### config.mk
export PLATFORM = sky130hd
export DESIGN_NAME = cam_pixel_fetch
export DESIGN_NICKNAME = d
export VERILOG_FILES = /design/src/rtl/cam_fetch_pkg.sv /design/src/rtl/cam_word_fifo.sv /design/src/rtl/cam_pixel_fetch.sv
export SDC_FILE = /design/constraint.sdc
export NUM_CORES = 1
export LEC_CHECK = 0
export BUFFER_PORTS_ARGS = -buffer_cell sky130_fd_sc_hd__buf_2
export CORE_ASPECT_RATIO = 0.7
export CORE_UTILIZATION = 56
export CTS_CLUSTER_DIAMETER = 100
export CTS_CLUSTER_SIZE = 40
export DETAILED_ROUTE_END_ITERATION = 8
export GPL_TIMING_DRIVEN = 0
export PLACE_DENSITY_LB_ADDON = 0.05
export RECOVER_POWER = 25
export SKIP_LAST_GASP = 1
export SLEW_MARGIN = 10
export SYNTH_ARGS = -nofsm -noshare
export SYNTH_HDL_FRONTEND = slang
export SYNTH_SLANG_ARGS = --single-unit
### constraint.sdc
create_clock -name clk -period 3.7 [get_ports clk]
set_input_delay 1.11 -clock clk [delete_from_list [all_inputs] [get_ports clk]]
set_output_delay 1.11 -clock clk [all_outputs]
set_load 0.03 [all_outputs]
### src/rtl/cam_fetch_pkg.sv
// Shared constants for the camshift pixel fetch stage: command layout, FSM encoding,
// and the word-count helper used when a command is loaded.
package cam_fetch_pkg;

   localparam int LEN_MSB        = 32;
   localparam int LEN_LSB        = 22;
   localparam int ADDR_MSB       = 21;
   localparam int BYTES_PER_WORD = 4;

   localparam logic [2:0] S_IDLE  = 3'd0;
   localparam logic [2:0] S_POP   = 3'd1;
   localparam logic [2:0] S_LOAD  = 3'd2;
   localparam logic [2:0] S_REQ   = 3'd3;
   localparam logic [2:0] S_WAIT  = 3'd4;
   localparam logic [2:0] S_DRAIN = 3'd5;

   // Words touched by a run of len pixels starting offset bytes into a word.
   function automatic logic [9:0] words_for(input logic [1:0] offset, input logic [10:0] len);
      logic [11:0] span;
      span = {10'd0, offset} + {1'b0, len};
      return 10'((32'(span) + BYTES_PER_WORD - 1) / BYTES_PER_WORD);
   endfunction

endpackage

### src/rtl/cam_word_fifo.sv
// Show-ahead 32-bit word buffer with occupancy count; rdata is the head word.
// Zero-latency read, write visible next cycle; writing while full is an assertion failure.
module cam_word_fifo #(
   parameter int DEPTH = 32,
   localparam int AW = $clog2(DEPTH)
) (
   input  logic          clk,
   input  logic          rst_n,
   input  logic          wr,
   input  logic [31:0]   wdata,
   input  logic          rd,
   output logic [31:0]   rdata,
   output logic [AW:0]   count,
   output logic          empty
);

   localparam logic [AW:0] FULL_CNT = (AW+1)'(DEPTH);

   logic [31:0]   mem [DEPTH];
   logic [AW-1:0] wptr;
   logic [AW-1:0] rptr;
   logic          full;
   logic          do_wr;
   logic          do_rd;

   assign empty = (count == '0);
   assign full  = (count == FULL_CNT);
   assign do_rd = rd & ~empty;
   assign do_wr = wr & (~full | do_rd);
   assign rdata = mem[rptr];

   always_ff @(posedge clk or negedge rst_n) begin
      if (!rst_n) begin
         wptr  <= '0;
         rptr  <= '0;
         count <= '0;
      end else begin
         if (do_wr) wptr <= wptr + 1'b1;
         if (do_rd) rptr <= rptr + 1'b1;
         case ({do_wr, do_rd})
            2'b10:   count <= count + 1'b1;
            2'b01:   count <= count - 1'b1;
            default: count <= count;
         endcase
      end
   end

   always_ff @(posedge clk) begin
      if (do_wr) mem[wptr] <= wdata;
   end

   a_no_overflow: assert property (@(posedge clk) disable iff (!rst_n) !(wr && full && !rd));

endmodule

### src/rtl/cam_pixel_fetch.sv
// Turns window-row commands into credit-checked memory bursts and unpacks hue bytes.
// First byte 2 cycles after first read word; output holds under data_full, bursts wait for buffer space.
module cam_pixel_fetch
   import cam_fetch_pkg::*;
#(
   parameter int MAX_BURST = 16,
   parameter int BUF_DEPTH = 32
) (
   input  logic        clk,
   input  logic        rst_n,
   input  logic [1:0]  frame_addr,
   input  logic        cmd_empty,
   input  logic [32:0] cmd_data,
   output logic        cmd_rd,
   output logic        mem_req,
   output logic [21:0] mem_addr,
   output logic [7:0]  mem_len,
   input  logic        mem_gnt,
   input  logic        mem_rvalid,
   input  logic [31:0] mem_rdata,
   input  logic        data_full,
   output logic        data_wr,
   output logic [7:0]  data_out,
   output logic        busy
);

   localparam int CW = $clog2(BUF_DEPTH);
   localparam logic [CW:0] BUF_SLOTS = (CW+1)'(BUF_DEPTH);

   logic [2:0]   state;
   logic [1:0]   frame;
   logic [19:0]  word_ptr;
   logic [9:0]   words_left;
   logic [7:0]   rcv_cnt;
   logic [8:0]   rcv_next;
   logic         burst_done;
   logic [7:0]   burst;
   logic [CW:0]  occ;
   logic [CW:0]  free_space;
   logic         credit_ok;
   logic         fifo_empty;
   logic [31:0]  cur_word;
   logic [10:0]  rem_pix;
   logic [1:0]   bidx;
   logic         byte_valid;
   logic         load_byte;
   logic         pop_word;
   logic [10:0]  cmd_len;
   logic [21:0]  cmd_addr;

   assign cmd_len  = cmd_data[LEN_MSB:LEN_LSB];
   assign cmd_addr = cmd_data[ADDR_MSB:0];

   assign cmd_rd = (state == S_POP);
   assign busy   = (state == S_LOAD) | (state == S_REQ) | (state == S_WAIT) | (state == S_DRAIN);

   assign burst      = (words_left > 10'(MAX_BURST)) ? 8'(MAX_BURST) : words_left[7:0];
   assign free_space = BUF_SLOTS - occ;
   assign credit_ok  = (16'(free_space) >= 16'(burst));

   // rvalid may land in the grant cycle, so the count carries across REQ into WAIT
   assign rcv_next   = {1'b0, rcv_cnt} + {8'd0, mem_rvalid};
   assign burst_done = (state == S_WAIT) && (rcv_next >= {1'b0, mem_len});

   cam_word_fifo #(.DEPTH(BUF_DEPTH)) u_buf (
      .clk   (clk),
      .rst_n (rst_n),
      .wr    (mem_rvalid),
      .wdata (mem_rdata),
      .rd    (pop_word),
      .rdata (cur_word),
      .count (occ),
      .empty (fifo_empty)
   );

   always_ff @(posedge clk or negedge rst_n) begin
      if (!rst_n) begin
         state      <= S_IDLE;
         frame      <= '0;
         word_ptr   <= '0;
         words_left <= '0;
         rcv_cnt    <= '0;
         mem_req    <= 1'b0;
         mem_addr   <= '0;
         mem_len    <= '0;
      end else begin
         case (state)
            S_IDLE: if (!cmd_empty) state <= S_POP;
            S_POP:  state <= S_LOAD;
            S_LOAD: begin
               frame      <= frame_addr;
               word_ptr   <= cmd_addr[ADDR_MSB:2];
               words_left <= words_for(cmd_addr[1:0], cmd_len);
               rcv_cnt    <= '0;
               state      <= (cmd_len == '0) ? S_IDLE : S_REQ;
            end
            S_REQ: begin
               if (mem_rvalid) rcv_cnt <= rcv_next[7:0];
               if (mem_req) begin
                  if (mem_gnt) begin
                     mem_req <= 1'b0;
                     state   <= S_WAIT;
                  end
               end else if (credit_ok) begin
                  mem_req  <= 1'b1;
                  mem_addr <= {frame, word_ptr};
                  mem_len  <= burst;
               end
            end
            S_WAIT: begin
               if (burst_done) begin
                  word_ptr   <= word_ptr + 20'(mem_len);
                  words_left <= words_left - 10'(mem_len);
                  rcv_cnt    <= '0;
                  state      <= (words_left == 10'(mem_len)) ? S_DRAIN : S_REQ;
               end else begin
                  rcv_cnt <= rcv_next[7:0];
               end
            end
            S_DRAIN: if (rem_pix == '0 && !byte_valid && fifo_empty) state <= S_IDLE;
            default: state <= S_IDLE;
         endcase
      end
   end

   // Unpacker: a word leaves the buffer when its last wanted byte is taken
   assign data_wr   = byte_valid & ~data_full;
   assign load_byte = (rem_pix != '0) & ~fifo_empty & (~byte_valid | ~data_full);
   assign pop_word  = load_byte & ((bidx == 2'd3) | (rem_pix == 11'd1));

   always_ff @(posedge clk or negedge rst_n) begin
      if (!rst_n) begin
         rem_pix    <= '0;
         bidx       <= '0;
         byte_valid <= 1'b0;
         data_out   <= '0;
      end else begin
         if (state == S_LOAD) begin
            rem_pix <= cmd_len;
            bidx    <= cmd_addr[1:0];
         end else if (load_byte) begin
            data_out <= cur_word[{bidx, 3'b000} +: 8];
            rem_pix  <= rem_pix - 1'b1;
            bidx     <= bidx + 1'b1;
         end
         if (load_byte)    byte_valid <= 1'b1;
         else if (data_wr) byte_valid <= 1'b0;
      end
   end

endmodule
==> results of run 1 <==
## sequential cells by signal (all words and copies together) (netlist names)
register and count:
mem_req 1, u_buf.wptr 5, u_buf.mem 1024, mem_len 8
rcv_cnt 8, byte_valid 1, state 3, rem_pix 11
bidx 2, mem_addr 22, u_buf.count 6, frame 2
data_out 8, u_buf.rptr 5, words_left 10, word_ptr 20
## Yosys cell counts (27+ instances only)
cell | count | area [sq um]
a211oi_1 | 31 | 232.7
a21oi_1 | 52 | 260.3
buf_2 | 36 | 180.2
clkbuf_1 | 62 | 232.7
dfrtp_1 | 112 | 2803
edfxtp_1 | 1024 | 30750
ha_1 | 47 | 588.1
inv_1 | 36 | 135.1
mux2_2 | 87 | 979.7
mux2i_1 | 148 | 1481
mux4_2 | 136 | 3063
nand2_1 | 115 | 431.7
nor2_1 | 85 | 319.1
nor2b_1 | 46 | 287.8
nor3_1 | 47 | 235.2
o21ai_0 | 60 | 300.3
o221ai_1 | 40 | 350.3
o22ai_1 | 66 | 412.9
o31ai_1 | 31 | 232.7
xnor2_1 | 27 | 236.5
## power by group through the flow
stage	sequential (mW)	combinational (mW)	clock [mW]
floorplan	16.3	8.26	0
global placement	16.1	13.0	0
detailed placement	16.1	13.6	0
CTS	15.8	13.8	5.76
global route	15.9	14.8	6.14
finish	15.8	14.1	5.72
## per-stage QoR
stage / setup TNS [ns] / instance area (sq um) / util [%]
floorplan: -178.03 / 46440 / -
global placement: -2607.61 / 48350 / 59.46
detailed placement: -358.46 / 49430 / 60.79
CTS: 0 / 51190 / 62.96
global route: 0 / 51430 / 63.25
finish: 0 / 51440 / 63.26
## layer usage
layer	up-vias	global-route usage, %
li1	10925	-
met1	13649	47.28
met2	1481	46.41
met3	164	5.579
met4	4	7.216
met5	-	0
## area by class of cell
class	count	area share, %
repair buffers	205	4.240
inverters	36	0.2627
plain buffers	144	1.805
clock inverters	6	0.2043
clock buffers	46	1.907
diodes	2	0.009730
well taps	1068	2.598
multi-input cells	1293	23.74
flip-flops and latches	1136	65.23
## what timing repair did
action                     4_1_cts  5_1_grt
buffers inserted                39       15
pin swaps                       25        8
gates resized for setup         21       47
setup endpoints to repair      667      236
hold buffers                     0        0
## worst register-to-register path, stage by stage, from the launching register on
cell	delay (ns)
dfrtp_1	0.39
buf_2	0.30
buf_2	0.36
clkbuf_4	0.39
mux4_2	0.40
a2111oi_2	0.71
nor3_1	0.23
a311oi_1	0.56
o31ai_1	0.15
## cell families after synthesis
logic type / Yosys count / synth area share [%]
simple gates: 391 / 4.152
xor+xnor: 40 / 0.7544
fa+ha+maj: 51 / 1.439
other cells: 1 / 0.008075
flops: 1136 / 72.25
compound gates: 413 / 6.288
mux: 397 / 12.92
buf+inv: 181 / 2.190
## placed cells by master (no fill, tap or decap), types with 11 or more instances in the layout
cell / synthesis / layout
edfxtp_1: 1024 / 1024
mux2i_1: 148 / 148
mux4_2: 136 / 136
buf_2: 36 / 125
nand2_1: 115 / 112
dfrtp_1: 112 / 112
mux2_2: 87 / 87
clkbuf_1: 62 / 73
o22ai_1: 66 / 66
o21ai_0: 60 / 60
buf_12: 2 / 59
nor2_1: 85 / 53
a21oi_1: 52 / 52
ha_1: 47 / 47
nor3_1: 47 / 46
nor2b_1: 46 / 46
o221ai_1: 40 / 40
clkbuf_16: 0 / 38
inv_1: 36 / 36
buf_4: 11 / 34
nor2_4: 0 / 32
o31ai_1: 31 / 31
a211oi_1: 31 / 29
buf_6: 26 / 28
xnor2_1: 27 / 27
a22oi_1: 19 / 19
clkbuf_2: 1 / 18
nand3_1: 16 / 15
a21o_1: 15 / 15
xor2_1: 13 / 13
or3_1: 13 / 13
mux2_1: 13 / 13
nand4_1: 12 / 12
mux4_1: 12 / 12
buf_16: 0 / 12
and3_1: 11 / 11
## worst paths after layout
check	to	slack, ns	cells past startpoint	start
max in group asynchronous	u_buf.wptr[4]	0.53	2	rst_n
worst max-delay path	data_out[3]	0.08	8	u_buf.rptr[1]
worst max register to register	data_out[3]	0.08	8	u_buf.rptr[1]
worst min-delay path	frame[0]	0.49	2	frame[0]
worst min register to register	frame[0]	0.49	2	frame[0]
min in group asynchronous	mem_addr[3]	0.99	1	rst_n
==> impl_metrics.csv, run 1 <==
group,metric,value,unit
global_routing,grt_use_total,30.86,%
routing,highest_layer,"met5",
synthesis,synth_nets,2734,
global_routing,grt_first_pass_wirelength,183500,microns
critical_path,crit_top_cell,"buf_2",
die,die_w,346.2,microns
die,fp.dieH,242.9,microns
routing,first_pass_iters,6,
synthesis,syn_area,46440,sq um
routing,viasPerCell,6.662,
place,dp_worst_setup_slack,-1.137,ns
layout,multi_input_area,12210,sq um
layout,final_nets,2975,
global_routing,grt_pass1_vias,25366,
routing,drtAntennaViolNets,0,
synthesis,synth_edf_count,1024,
timing,fmaxAchievable,275.9,MHz
clock_tree,clock_latency,0.64,ns
power,clockPowerShare,16.1,%
worst_hold_path,holdCritPathClass,"reg -> reg",
timing,setup_viol,0,
status,status,"finished with violations",
timing,max_slew_margin,-27.17,%
synthesis,synth_seq_area_share,72.25,%
timing,fin_skew,0.03185,ns
critical_path,worstSetupPathType,"reg -> reg",
status,violations,"capacitance limit, slew limit",
synthesis,syn_inst,2610,
layout,register_area,33550,sq um
layout,fill_cells,5677,
place,dpl.hpwl,87720,microns
timing,drv_slew,69,
timing,worst_hold_slack,0.4857,ns
power,p_sw,13.12,mW
timing,timing.final.crit_share,97.97,%
critical_path,end_kind,"flop",
critical_path,critPathLaunchType,"flop",
clock_tree,cts_buffer_depth,3,
routing,wl_met1,54940,microns
clock_tree,clkTransAtPathRegs,0.14,ns
power,irDropWorstVdd,0.4011,mV
die,start_util,57.11,%
power,switching_share,36.83,%
clock_tree,h-tree-depth,2,
critical_path,crit_arrival,4.12,ns
clock_tree,cts_buffers,35,
die,io_pins,115,
layout,drive_above_1_share,21.56,%
routing,wire_per_inst,32.89,microns
place,routabilityCongestion,0.8966,
timing,period_needed,3.625,ns
clock_tree,cts_tree,"done",
synthesis,synth_area_per_cell,17.79,sq um
timing,fin_ws,0.07508,ns
routing,drt_wl_total,129500,microns
die,rows,87,
routing,drc,0,
routing,initialDrtViolationCount,3611,
synthesis,async_flop_share,9.859,%
power,seq_power_share,44.4,%
routing,routed-wl-met3,13310,microns
power,p_comb_share,39.5,%
power,powerDensity,692.5,nW/um^2
routing,met2WireLength,58260,microns
die,die_area,84100,sq um
critical_path,cp_cell_sequence,"buf_2 -> buf_2 -> clkbuf_4 -> mux4_2 -> a2111oi_2 -> nor3_1 -> a311oi_1 -> o31ai_1",
die,core,81310,sq um
critical_path,path_buf_inv,3,
layout,area_growth,10.76,%
layout,final_cell_count_no_fill,3936,
place,placed_cells,3829,
power,p_total,35.62,mW
clock_tree,root_buffer,"clkbuf_16",
clock_tree,cts.sinks,1136,
run,cap_violations,2,
power,leakagePower,17.22,nW
timing,hold_viol,0,
global_routing,gr-total-overflow,0,
synthesis,ys_seq_elements,1136,
synthesis,synth_warnings,0,
global_routing,grt_max_degree,79,
critical_path,critPathSlowestCell,"a2111oi_2",
power,p_int,22.50,mW
critical_path,critPathMaxStageDelay,0.71,ns
global_routing,antenna_found_initial,9,
critical_path,critical_path.top_delay_family,"compound AO/OA/AOI/OAI gates",
routing,vias,26223,
synthesis,ys.flop_type,"edfxtp_1",
timing,worstMarginPinSlew,1.908,ns
critical_path,required,4.20,ns
place,io_buffers,114,
critical_path,crit_fanout,10,
timing,grt_setup_unrepaired,"false",
synthesis,synth_cell_type_count,83,
Power figures use the tool's default switching activity.
==> inputs of run 2 (changes only) <==
Settings changed: CORE_MARGIN set to 2, CORE_UTILIZATION 56 to 62, SETUP_SLACK_MARGIN set to 0.3.
Clock period 3.7 ns to 3.85 ns, I/O delays scaled along.
==> run 2 against run 1 <==
Net effect:
- the run still ends with capacitance limit, slew limit left
- hold slack gained 0.014 ns
- sequential share of layout area shrank 0.070 points
- global-route usage grew 3.9 points
- core utilization grew 6.6 points
- final cell count shrank 1.9%
- highest routed layer unchanged
==> impl_metrics.csv, run 2 (synthesized netlist as in run 1, its figures left out) <==
group,metric,value,unit
critical_path,crit_fanout,10,
timing,timing.final.crit_share,92.92,%
layout,final_common_cell,"edfxtp_1",
layout,largest_register_ffs,1024,
power,irDropWorstVdd,0.6329,mV
place,place_area,49320,sq um
timing,period_needed,3.578,ns
timing,max_slew_margin,-70.92,%
global_routing,grt.busiest_layer,"met1",
layout,largest-register,"u_buf.mem",
die,core,73730,sq um
worst_hold_path,holdCritPathClass,"reg -> reg",
critical_path,r2r-start,"u_buf.rptr[1]",
timing,fin_skew,0.04036,ns
run,cap_violations,1,
global_routing,met1_usage,55.37,%
layout,fill_cells,4633,
global_routing,grt_use_total,34.77,%
critical_path,crit_arrival,4.14,ns
clock_tree,cts_tree,"done",
critical_path,crit_path_end,"data_out[4]",
clock_tree,root_buffer,"clkbuf_16",
clock_tree,cts_buffers,34,
power,leakagePower,17.32,nW
status,violations,"capacitance limit, slew limit",
clock_tree,clkTransAtPathRegs,0.14,ns
die,fp.dieH,233.0,microns
place,routabilityCongestion,0.9431,
layout,stdcell_area,51490,sq um
die,die_w,331.1,microns
clock_tree,cts_buffer_depth,3,
routing,initialDrtViolationCount,4376,
clock_tree,hold_buffers,0,
critical_path,critPathLaunchType,"flop",
global_routing,gr-total-overflow,0,
layout,final_cell_mix,"edfxtp_1 (1024), mux2i_1 (148), mux4_2 (136)",
clock_tree,h-tree-depth,2,
clock_tree,cts.sinks,1136,
timing,grt_setup_unrepaired,"true",
critical_path,r2r_cells,10,
routing,wire_per_inst,34.62,microns
timing,worstMarginPinSlew,2.564,ns
layout,final_nets,2982,
critical_path,worstSetupPathType,"reg -> reg",
place,io_buffers,114,
layout,top_regs,"u_buf.mem: 1024 flops, mem_addr: 22 flops, word_ptr: 20 flops",
timing,hold_viol,0,
clock_tree,clock_latency,0.65,ns
critical_path,crit_start,"u_buf.rptr[1]",
layout,area_growth,10.87,%
routing,drt_wl_total,133700,microns
timing,setup_viol,0,
routing,vias,27063,
layout,drive_above_1_share,22.50,%
critical_path,end_kind,"flop",
die,start_util,62.98,%
global_routing,grt_first_pass_wirelength,185900,microns
routing,drtAntennaViolNets,0,
global_routing,use_met2,48.37,%
timing,drv_slew,40,
critical_path,reg2reg_to,"data_out[4]",
timing,fmaxAchievable,279.5,MHz
die,io_pins,115,
critical_path,reg2reg_slack,0.27,ns
routing,viasPerCell,7.008,
routing,drc,0,
die,die_area,77150,sq um
place,dpl.hpwl,90340,microns
routing,first_pass_iters,6,
die,rows,83,
global_routing,antenna_found_initial,4,
status,status,"finished with violations",
global_routing,grt_pass1_vias,25528,
critical_path,required,4.41,ns
global_routing,met3_usage,9.352,%
power,powerDensity,674.6,nW/um^2
global_routing,grt_max_degree,74,
layout,final_util,69.83,%
run 2: what timing repair did:
item / CTS / global route
gates cloned: 0 / 4
setup buffers: 42 / 13
pin swaps: 24 / 15
endpoints found under the setup margin: 949 / 225
gates resized for setup: 44 / 71
run 2: area by class of cell:
cell class	count	area (sq um)	area share, %
Inverter	36	135.1	0.2624
Clock inverter	3	52.55	0.1021
Antenna cell	1	2.502	0.004860
Multi-Input combinational cell	1294	12410	24.11
Tap cell	977	1222	2.374
Buffer	145	991.0	1.925
Clock buffer	59	1008	1.959
Sequential cell	1136	33550	65.16
Timing Repair Buffer	211	2112	4.102
run 2: worst min-delay path by stage:
stage	startpoint	endpoint	depth (start not counted)
4_1_cts	rst_n	mem_len[3]	1
2_1_floorplan	frame[0]	frame[0]	2
5_1_grt	data_out[4]	data_out[4]	2
3_5_place_dp	data_out[4]	data_out[4]	2
6_report	data_out[4]	data_out[4]	2
3_3_place_gp	frame[1]	frame[1]	2
run 2: critical path: stages (launching register included):
cell      delay (ns)
dfrtp_1         0.44
buf_2           0.27
nand2b_1        0.15
buf_2           0.34
buf_1           0.86
o22ai_1         0.20
nor3_1          0.27
a211oi_1        0.10
nor3_2          0.47
a311oi_1        0.11
o31ai_1         0.27
run 2: metal layers:
| layer | part of all wire (%) | wire (microns) |
|---|---|---|
| met1 | 41 | 55090 |
| met3 | 14 | 18740 |
| met2 | 42 | 56600 |
| met5 | 0.082 | 110 |
| met4 | 2.4 | 3165 |
run 2: power breakdown:
group / total [mW] / internal (mW) / switching (mW)
sequential: 15.3 / 14.6 / 0.656
clock: 5.43 / 1.92 / 3.51
combinational: 14.1 / 5.25 / 8.81
total: 34.7 / 21.8 / 13.0
run 2: stage by stage:
step / total power [mW] / setup TNS (ns) / setup WS [ns] / hold WS [ns] / cells
after CTS: 34.11 / 0 / 0.1626 / 0.3916 / 3844
after floorplan: 23.59 / -70.51 / -0.08079 / 0.4417 / 2610
after detailed placement: 28.64 / -327.01 / -1.292 / 0.4664 / 3740
after global placement: 28.10 / -2601.25 / -2.847 / 0.4609 / 3701
final: 34.74 / 0 / 0.2725 / 0.4992 / 3862
after global routing: 35.83 / 0 / 0.1133 / 0.5216 / 3862
